<file path="config.mk">
export PLATFORM = sky130hd
export DESIGN_NAME = comp_arbiter_flat
export DESIGN_NICKNAME = d
export VERILOG_FILES = /design/src/rtl/comp_pkg.sv /design/src/rtl/comp_arbiter_if.sv /design/src/rtl/btn_debounce.sv /design/src/rtl/comp_arbiter.sv /design/src/flat_wrapper.sv
export SDC_FILE = /design/constraint.sdc
export NUM_CORES = 1
export LEC_CHECK = 0
export CORE_MARGIN = 1
export CORE_UTILIZATION = 56
export CTS_CLUSTER_DIAMETER = 40
export DETAILED_ROUTE_END_ITERATION = 12
export GPL_TIMING_DRIVEN = 0
export PLACE_DENSITY = 0.76
export SETUP_SLACK_MARGIN = 0.2
export SKIP_LAST_GASP = 1
export SYNTH_ARGS = -nofsm -noshare
export SYNTH_HDL_FRONTEND = slang
export SYNTH_SLANG_ARGS = --single-unit
</file>
<file path="constraint.sdc">
create_clock -name clk -period 2.5 [get_ports clk]
set_clock_uncertainty 0.05 [all_clocks]
set_input_delay 0.375 -clock clk [delete_from_list [all_inputs] [get_ports clk]]
set_output_delay 0.375 -clock clk [all_outputs]
set_load 0.02 [all_outputs]
</file>
<file path="src/rtl/comp_pkg.sv">
`default_nettype none
// ============================================================================
//  Module  : comp_pkg
//  Purpose : Event codes and arbiter state encoding shared by comp_arbiter.
//            The LOCK state exists only when COMP_LOCKOUT_EN is defined.
//  Rev     : 1.0  initial release
// ============================================================================
package comp_pkg;

  localparam logic [1:0] CODE_A    = 2'b10;
  localparam logic [1:0] CODE_B    = 2'b01;
  localparam logic [1:0] CODE_TIE  = 2'b00;
  localparam logic [1:0] CODE_IDLE = 2'b11;

  localparam logic [2:0] S_IDLE   = 3'd0;
  localparam logic [2:0] S_WAIT_A = 3'd1;
  localparam logic [2:0] S_WAIT_B = 3'd2;
  localparam logic [2:0] S_EMIT   = 3'd3;
`ifdef COMP_LOCKOUT_EN
  localparam logic [2:0] S_LOCK   = 3'd4;

  typedef enum logic [2:0] {
    ST_IDLE   = S_IDLE,
    ST_WAIT_A = S_WAIT_A,
    ST_WAIT_B = S_WAIT_B,
    ST_EMIT   = S_EMIT,
    ST_LOCK   = S_LOCK
  } state_t;
`else
  typedef enum logic [2:0] {
    ST_IDLE   = S_IDLE,
    ST_WAIT_A = S_WAIT_A,
    ST_WAIT_B = S_WAIT_B,
    ST_EMIT   = S_EMIT
  } state_t;
`endif

endpackage
`default_nettype wire

</file>
<file path="src/rtl/comp_arbiter_if.sv">
`default_nettype none
// ============================================================================
//  Module  : comp_arbiter_if
//  Purpose : Raw button inputs and classified event outputs of comp_arbiter.
//  Rev     : 1.0  initial release
// ============================================================================
interface comp_arbiter_if;
  logic       btn_a;
  logic       btn_b;
  logic [1:0] comp_out;
  logic       comp_valid;
  logic       busy;

  modport master (output btn_a, output btn_b,
                  input  comp_out, input comp_valid, input busy);
  modport slave  (input  btn_a, input btn_b,
                  output comp_out, output comp_valid, output busy);
endinterface
`default_nettype wire

</file>
<file path="src/rtl/btn_debounce.sv">
`default_nettype none
// ============================================================================
//  Module  : btn_debounce
//  Purpose : Two-flop synchronizer, counter debounce and registered
//            rising-edge event pulse for one raw button input.
//  Rev     : 1.0  initial release
// ============================================================================
module btn_debounce #(
  parameter int DEB_CYCLES = 16
) (
  input  wire logic clk,
  input  wire logic reset,
  input  wire logic i_btn,
  output logic      o_evt
);

  localparam int CW = $clog2(DEB_CYCLES) + 1;
  localparam logic [CW-1:0] c_CNT_LAST = CW'(DEB_CYCLES - 1);
  localparam logic [CW-1:0] c_CNT_ONE  = CW'(1);

  logic          r_sync1;
  logic          r_sync2;
  logic          r_stable;
  logic          r_stable_d;
  logic          r_evt;
  logic [CW-1:0] r_cnt;

  always_ff @(posedge clk) begin
    if (reset) begin
      r_sync1    <= 1'b0;
      r_sync2    <= 1'b0;
      r_stable   <= 1'b0;
      r_stable_d <= 1'b0;
      r_evt      <= 1'b0;
      r_cnt      <= '0;
    end else begin
      r_sync1    <= i_btn;
      r_sync2    <= r_sync1;
      // The stable level only follows after DEB_CYCLES disagreeing samples in a row.
      if (r_sync2 == r_stable) begin
        r_cnt <= '0;
      end else if (r_cnt == c_CNT_LAST) begin
        r_stable <= r_sync2;
        r_cnt    <= '0;
      end else begin
        r_cnt <= r_cnt + c_CNT_ONE;
      end
      r_stable_d <= r_stable;
      r_evt      <= r_stable & ~r_stable_d;
    end
  end

  assign o_evt = r_evt;

endmodule
`default_nettype wire

</file>
<file path="src/rtl/comp_arbiter.sv">
`default_nettype none
// ============================================================================
//  Module  : comp_arbiter
//  Purpose : Debounces two channels and classifies each press as A-first,
//            B-first or tie within a WINDOW-cycle coincidence window.
//            Optional macro COMP_LOCKOUT_EN adds a post-emit lockout.
//  Rev     : 1.0  initial release
// ============================================================================
module comp_arbiter #(
  parameter int DEB_CYCLES     = 16,
  parameter int WINDOW         = 4,
  parameter int LOCKOUT_CYCLES = 8
) (
  input  wire logic     clk,
  input  wire logic     reset,
  comp_arbiter_if.slave bus
);

  import comp_pkg::*;

  if (DEB_CYCLES < 2 || WINDOW < 1 || LOCKOUT_CYCLES < 1) begin : g_param_check
    $error("comp_arbiter: illegal parameter value");
  end

  localparam int WW = $clog2(WINDOW) + 1;
  localparam logic [WW-1:0] c_WIN_LAST = WW'(WINDOW - 1);
  localparam logic [WW-1:0] c_WIN_ONE  = WW'(1);

  logic w_evt_a;
  logic w_evt_b;

  btn_debounce #(.DEB_CYCLES(DEB_CYCLES)) u_deb_a (
    .clk   (clk),
    .reset (reset),
    .i_btn (bus.btn_a),
    .o_evt (w_evt_a)
  );

  btn_debounce #(.DEB_CYCLES(DEB_CYCLES)) u_deb_b (
    .clk   (clk),
    .reset (reset),
    .i_btn (bus.btn_b),
    .o_evt (w_evt_b)
  );

  state_t        r_state;
  logic [WW-1:0] r_win;
  logic [1:0]    r_code;
  logic          r_valid;
  logic          r_busy;

`ifdef COMP_LOCKOUT_EN
  localparam int LW = $clog2(LOCKOUT_CYCLES) + 1;
  localparam logic [LW-1:0] c_LOCK_LAST = LW'(LOCKOUT_CYCLES - 1);
  localparam logic [LW-1:0] c_LOCK_ONE  = LW'(1);
  logic [LW-1:0] r_lock;
`endif

  always_ff @(posedge clk) begin
    if (reset) begin
      r_state <= ST_IDLE;
      r_win   <= '0;
      r_code  <= CODE_IDLE;
      r_valid <= 1'b0;
      r_busy  <= 1'b0;
`ifdef COMP_LOCKOUT_EN
      r_lock  <= '0;
`endif
    end else begin
      case (r_state)
        ST_IDLE: begin
          if (w_evt_a && w_evt_b) begin
            r_state <= ST_EMIT;
            r_code  <= CODE_TIE;
            r_valid <= 1'b1;
            r_busy  <= 1'b1;
          end else if (w_evt_a) begin
            r_state <= ST_WAIT_B;
            r_win   <= '0;
            r_busy  <= 1'b1;
          end else if (w_evt_b) begin
            r_state <= ST_WAIT_A;
            r_win   <= '0;
            r_busy  <= 1'b1;
          end
        end
        // The partner's evt wins over the timeout on the final window cycle.
        ST_WAIT_B: begin
          if (w_evt_b) begin
            r_state <= ST_EMIT;
            r_code  <= CODE_TIE;
            r_valid <= 1'b1;
          end else if (r_win == c_WIN_LAST) begin
            r_state <= ST_EMIT;
            r_code  <= CODE_A;
            r_valid <= 1'b1;
          end else begin
            r_win <= r_win + c_WIN_ONE;
          end
        end
        ST_WAIT_A: begin
          if (w_evt_a) begin
            r_state <= ST_EMIT;
            r_code  <= CODE_TIE;
            r_valid <= 1'b1;
          end else if (r_win == c_WIN_LAST) begin
            r_state <= ST_EMIT;
            r_code  <= CODE_B;
            r_valid <= 1'b1;
          end else begin
            r_win <= r_win + c_WIN_ONE;
          end
        end
        ST_EMIT: begin
          r_code  <= CODE_IDLE;
          r_valid <= 1'b0;
`ifdef COMP_LOCKOUT_EN
          r_state <= ST_LOCK;
          r_lock  <= '0;
`else
          r_state <= ST_IDLE;
          r_busy  <= 1'b0;
`endif
        end
`ifdef COMP_LOCKOUT_EN
        ST_LOCK: begin
          if (r_lock == c_LOCK_LAST) begin
            r_state <= ST_IDLE;
            r_busy  <= 1'b0;
          end else begin
            r_lock <= r_lock + c_LOCK_ONE;
          end
        end
`endif
        default: begin
          r_state <= ST_IDLE;
          r_code  <= CODE_IDLE;
          r_valid <= 1'b0;
          r_busy  <= 1'b0;
        end
      endcase
    end
  end

  assign bus.comp_out   = r_code;
  assign bus.comp_valid = r_valid;
  assign bus.busy       = r_busy;

endmodule
`default_nettype wire

</file>
<file path="src/flat_wrapper.sv">
// flat-port wrapper written by rule: the top's interface ports become plain ports
module comp_arbiter_flat import comp_pkg::*;
#(
  parameter int DEB_CYCLES     = 16,
  parameter int WINDOW         = 4,
  parameter int LOCKOUT_CYCLES = 8
)
  (clk, reset, bus_btn_a, bus_btn_b, bus_comp_out, bus_comp_valid, bus_busy);
  comp_arbiter_if bus_i ();
  input  wire logic clk;
  input  wire logic reset;
  input wire logic [$bits(bus_i.btn_a)-1:0] bus_btn_a;
  input wire logic [$bits(bus_i.btn_b)-1:0] bus_btn_b;
  output wire logic [$bits(bus_i.comp_out)-1:0] bus_comp_out;
  output wire logic [$bits(bus_i.comp_valid)-1:0] bus_comp_valid;
  output wire logic [$bits(bus_i.busy)-1:0] bus_busy;
  assign bus_i.btn_a = bus_btn_a;
  assign bus_i.btn_b = bus_btn_b;
  assign bus_comp_out = bus_i.comp_out;
  assign bus_comp_valid = bus_i.comp_valid;
  assign bus_busy = bus_i.busy;
  comp_arbiter #(.DEB_CYCLES(DEB_CYCLES), .WINDOW(WINDOW), .LOCKOUT_CYCLES(LOCKOUT_CYCLES)) u_core (.clk(clk), .reset(reset), .bus(bus_i));
endmodule
</file>
==> results.sh <==
export IMPL_rsz0062_at_grt="false"
export IMPL_start_kind="flip-flop"
export IMPL_fmax_ghz=0.5068
export IMPL_final_nets=148
export IMPL_grt_pass1_vias=829
export IMPL_setup_viol=0
export IMPL_drt_iter0_markers=11
export IMPL_clock_sinks=30
export IMPL_die_area_sq_um=2341
export IMPL_worstRegToRegCells=6
export IMPL_grt_max_degree=11
export IMPL_cts_root_buf="clkbuf_4"
export IMPL_initial_core_util_pct=60.19
export IMPL_rr_endpoint="u_core.r_win[0]"
export IMPL_grtUsageTotal_pct=18.43
export IMPL_worstHoldStart="u_core.u_deb_a.r_stable_d"
export IMPL_crit_arrival_ns=2.14
export IMPL_syn_area_sq_um=1205
export IMPL_power_leakage_nw=0.5260
export IMPL_hold_class="reg2reg"
export IMPL_diodes=0
export IMPL_post_route_drc_count=0
export IMPL_ff2ff_setup_slack_ns=0.53
export IMPL_drive_above_1_share_pct=8.759
export IMPL_r2r_start="u_core.r_win[0]"
export IMPL_slew_viol_final=0
export IMPL_port_buffer_count=7
export IMPL_syn_nets=134
export IMPL_io_pins=8
export IMPL_grt_overflow_total=0
export IMPL_synthFlopType="dfxtp_1"
export IMPL_die_height_um=48.39
export IMPL_via_per_inst=5.348
export IMPL_hold_violations=0
export IMPL_antenna_found_initial=0
export IMPL_fin_crit_sh_pct=78.92
export IMPL_outcome="completed"
export IMPL_areaGrowthSynthToFinish_pct=12.56
export IMPL_insertion_delay_ns=0.33
export IMPL_ys_warn_count=0
export IMPL_wl_per_cell_um=11.15
export IMPL_synthTopCellsByCount="dfxtp_1 (30), nor2_1 (21), nor2b_1 (10)"
export IMPL_grt_pass1_wl_mm=3.284
export IMPL_gp_congestion=0.8458
export IMPL_wirelength_mm=1.829
export IMPL_min_to="u_core.u_deb_a.o_evt"
export IMPL_required_ns=2.67
export IMPL_synth_top_area_cell="dfxtp_1"
export IMPL_cellPowerDensity_nw_per_um2=563.5
export IMPL_synth_most_common_cell="dfxtp_1"
export IMPL_synth_cell_types=35
export IMPL_vias=877
export IMPL_seq_area_frac_synth_pct=49.84
export IMPL_core_area_sq_um=2002
export IMPL_syn_inst=123
export IMPL_critPathKind="reg2reg"
export IMPL_cts_repair_resized=0
export IMPL_numCtsBuffers=5
export IMPL_rows=16
export IMPL_holdPathStages=1
export IMPL_synth_area_leaders="dfxtp_1 (50%), ha_1 (7.3%), nor2_1 (6.5%)"
export IMPL_startpoint="u_core.r_win[0]"
export IMPL_drtAntennaViolNets=0
export IMPL_h_tree_depth=2
export IMPL_avgSynthCellArea_sq_um=9.796
export IMPL_synth_edff_count=0
export IMPL_postCtsSetupBuffers=0
export IMPL_end_kind="flip-flop"
export IMPL_cap_violations=0
export IMPL_clk_pin_slew_worst_paths_ns=0.10
export IMPL_ys_ff_latch=30
export IMPL_cts_tree="yes"
export IMPL_worst_path_max_fanout=5
export IMPL_async_reset_ff_share_pct=0
export IMPL_firstDrtPassIters=4
export IMPL_synth_top_area_share_pct=49.84
export IMPL_cts_buffer_depth=2
export IMPL_finalPower_mw=0.7643
export IMPL_fin_setup_tns_ns=0
export IMPL_cts_hold_buf=0
export IMPL_irDropWorstVdd_mv=0.4432
export IMPL_dp_hpwl_mm=1.294
export IMPL_die_x_um=48.39
export IMPL_fin_crit_ns=1.973
-- cells by family after synthesis --
kind of cell | synth area share (%)
buffers and inverters | 3.530
other | 0.3112
xor gates and xnor gates | 4.361
DFF | 49.84
muxes | 4.361
and+or+nand+nor | 18.48
AOI/OAI and AO/OA | 11.84
adders and majority gates | 7.269
-- sequential cells by signal (all words and copies together), names as in the netlist --
| name | cells |
|---|---|
| u_core.u_deb_a.r_cnt | 5 |
| u_core.u_deb_b.r_cnt | 5 |
| u_core.r_state | 3 |
| u_core.r_win | 3 |
| u_core.bus.comp_out | 2 |
| u_core.bus.busy | 1 |
| u_core.bus.comp_valid | 1 |
| u_core.u_deb_a.o_evt | 1 |
| u_core.u_deb_a.r_stable | 1 |
| u_core.u_deb_a.r_stable_d | 1 |
| u_core.u_deb_a.r_sync1 | 1 |
| u_core.u_deb_a.r_sync2 | 1 |
| u_core.u_deb_b.o_evt | 1 |
| u_core.u_deb_b.r_stable | 1 |
| u_core.u_deb_b.r_stable_d | 1 |
| u_core.u_deb_b.r_sync1 | 1 |
| u_core.u_deb_b.r_sync2 | 1 |
-- metal layers --
layer | GRT usage, % | vias to the layer above | share of wire (%)
li1 | - | 444 | -
met1 | 21.51 | 409 | 46
met3 | 6.604 | 7 | 4.2
met4 | 10.29 | 0 | 2.5
met2 | 29.34 | 17 | 47
met5 | 0 | - | 0
-- layout by cell type, fill, tap and decap left out --
cell type	instances
and2b_1	1
or3_1	2
clkdlybuf4s50_1	7
nand2b_1	1
nor3_1	1
o21ai_1	1
o21a_1	2
nor2b_1	10
buf_6	1
and2b_4	1
a21oi_2	1
o22ai_1	1
xor2_1	2
dfxtp_1	30
nor2_1	21
a211oi_1	1
inv_1	6
a22oi_1	1
inv_2	1
xnor2_1	4
nand3b_1	1
clkbuf_4	5
o2111ai_1	1
o221a_1	1
nand3_1	4
ha_1	7
mux2i_1	3
and3_1	2
clkinv_2	2
a32oi_1	1
buf_2	1
a21oi_1	4
o211ai_1	1
conb_1	1
mux2_1	2
o21bai_1	1
o21ai_0	4
o41ai_1	1
-- layout make-up --
| type | count | area, sq um |
|---|---|---|
| plain buffers | 2 | 16.27 |
| clock buffers | 5 | 37.54 |
| clock inverters | 2 | 10.01 |
| fillers | 164 | 645.6 |
| inverters | 7 | 26.28 |
| multi-input cells | 84 | 561.8 |
| flip-flops and latches | 30 | 600.6 |
| well taps | 27 | 33.78 |
| repair buffers | 7 | 70.07 |
-- report_power, final --
group | switching [mW] | total [mW] | internal (mW)
registers | 0.00322 | 0.486 | 0.482
clock network | 0.160 | 0.261 | 0.101
logic | 0.00851 | 0.0182 | 0.00969
-- how the worst max path moves through the flow --
stage	to	slack, ns
floorplan	u_core.r_win[0]	0.71
finish	u_core.r_win[0]	0.53
global placement	u_core.r_win[0]	0.61
detailed placement	u_core.r_win[0]	0.54
CTS	u_core.r_win[0]	0.53
global route	u_core.r_win[0]	0.35
-- critical path, cell delays in order (launching register included) --
cell      delay (ns)
dfxtp_1         0.33
ha_1            0.22
ha_1            0.24
a211oi_1        0.32
o21ai_1         0.13
a21oi_2         0.24
mux2_1          0.34
-- through the flow --
step                instance area (sq um)  setup WS (ns)  util [%]  hold WS, ns  cells
finish                               1356         0.5269     67.75       0.3362    164
global route                         1356         0.3500     67.75       0.3667    164
CTS                                  1356         0.5271     67.75       0.3457    164
detailed placement                   1309         0.5400     65.38       0.3330    157
global placement                     1309         0.6068     65.38       0.3244    157
floorplan                            1205         0.7069         -       0.3174    123
Power figures use the tool's default switching activity.
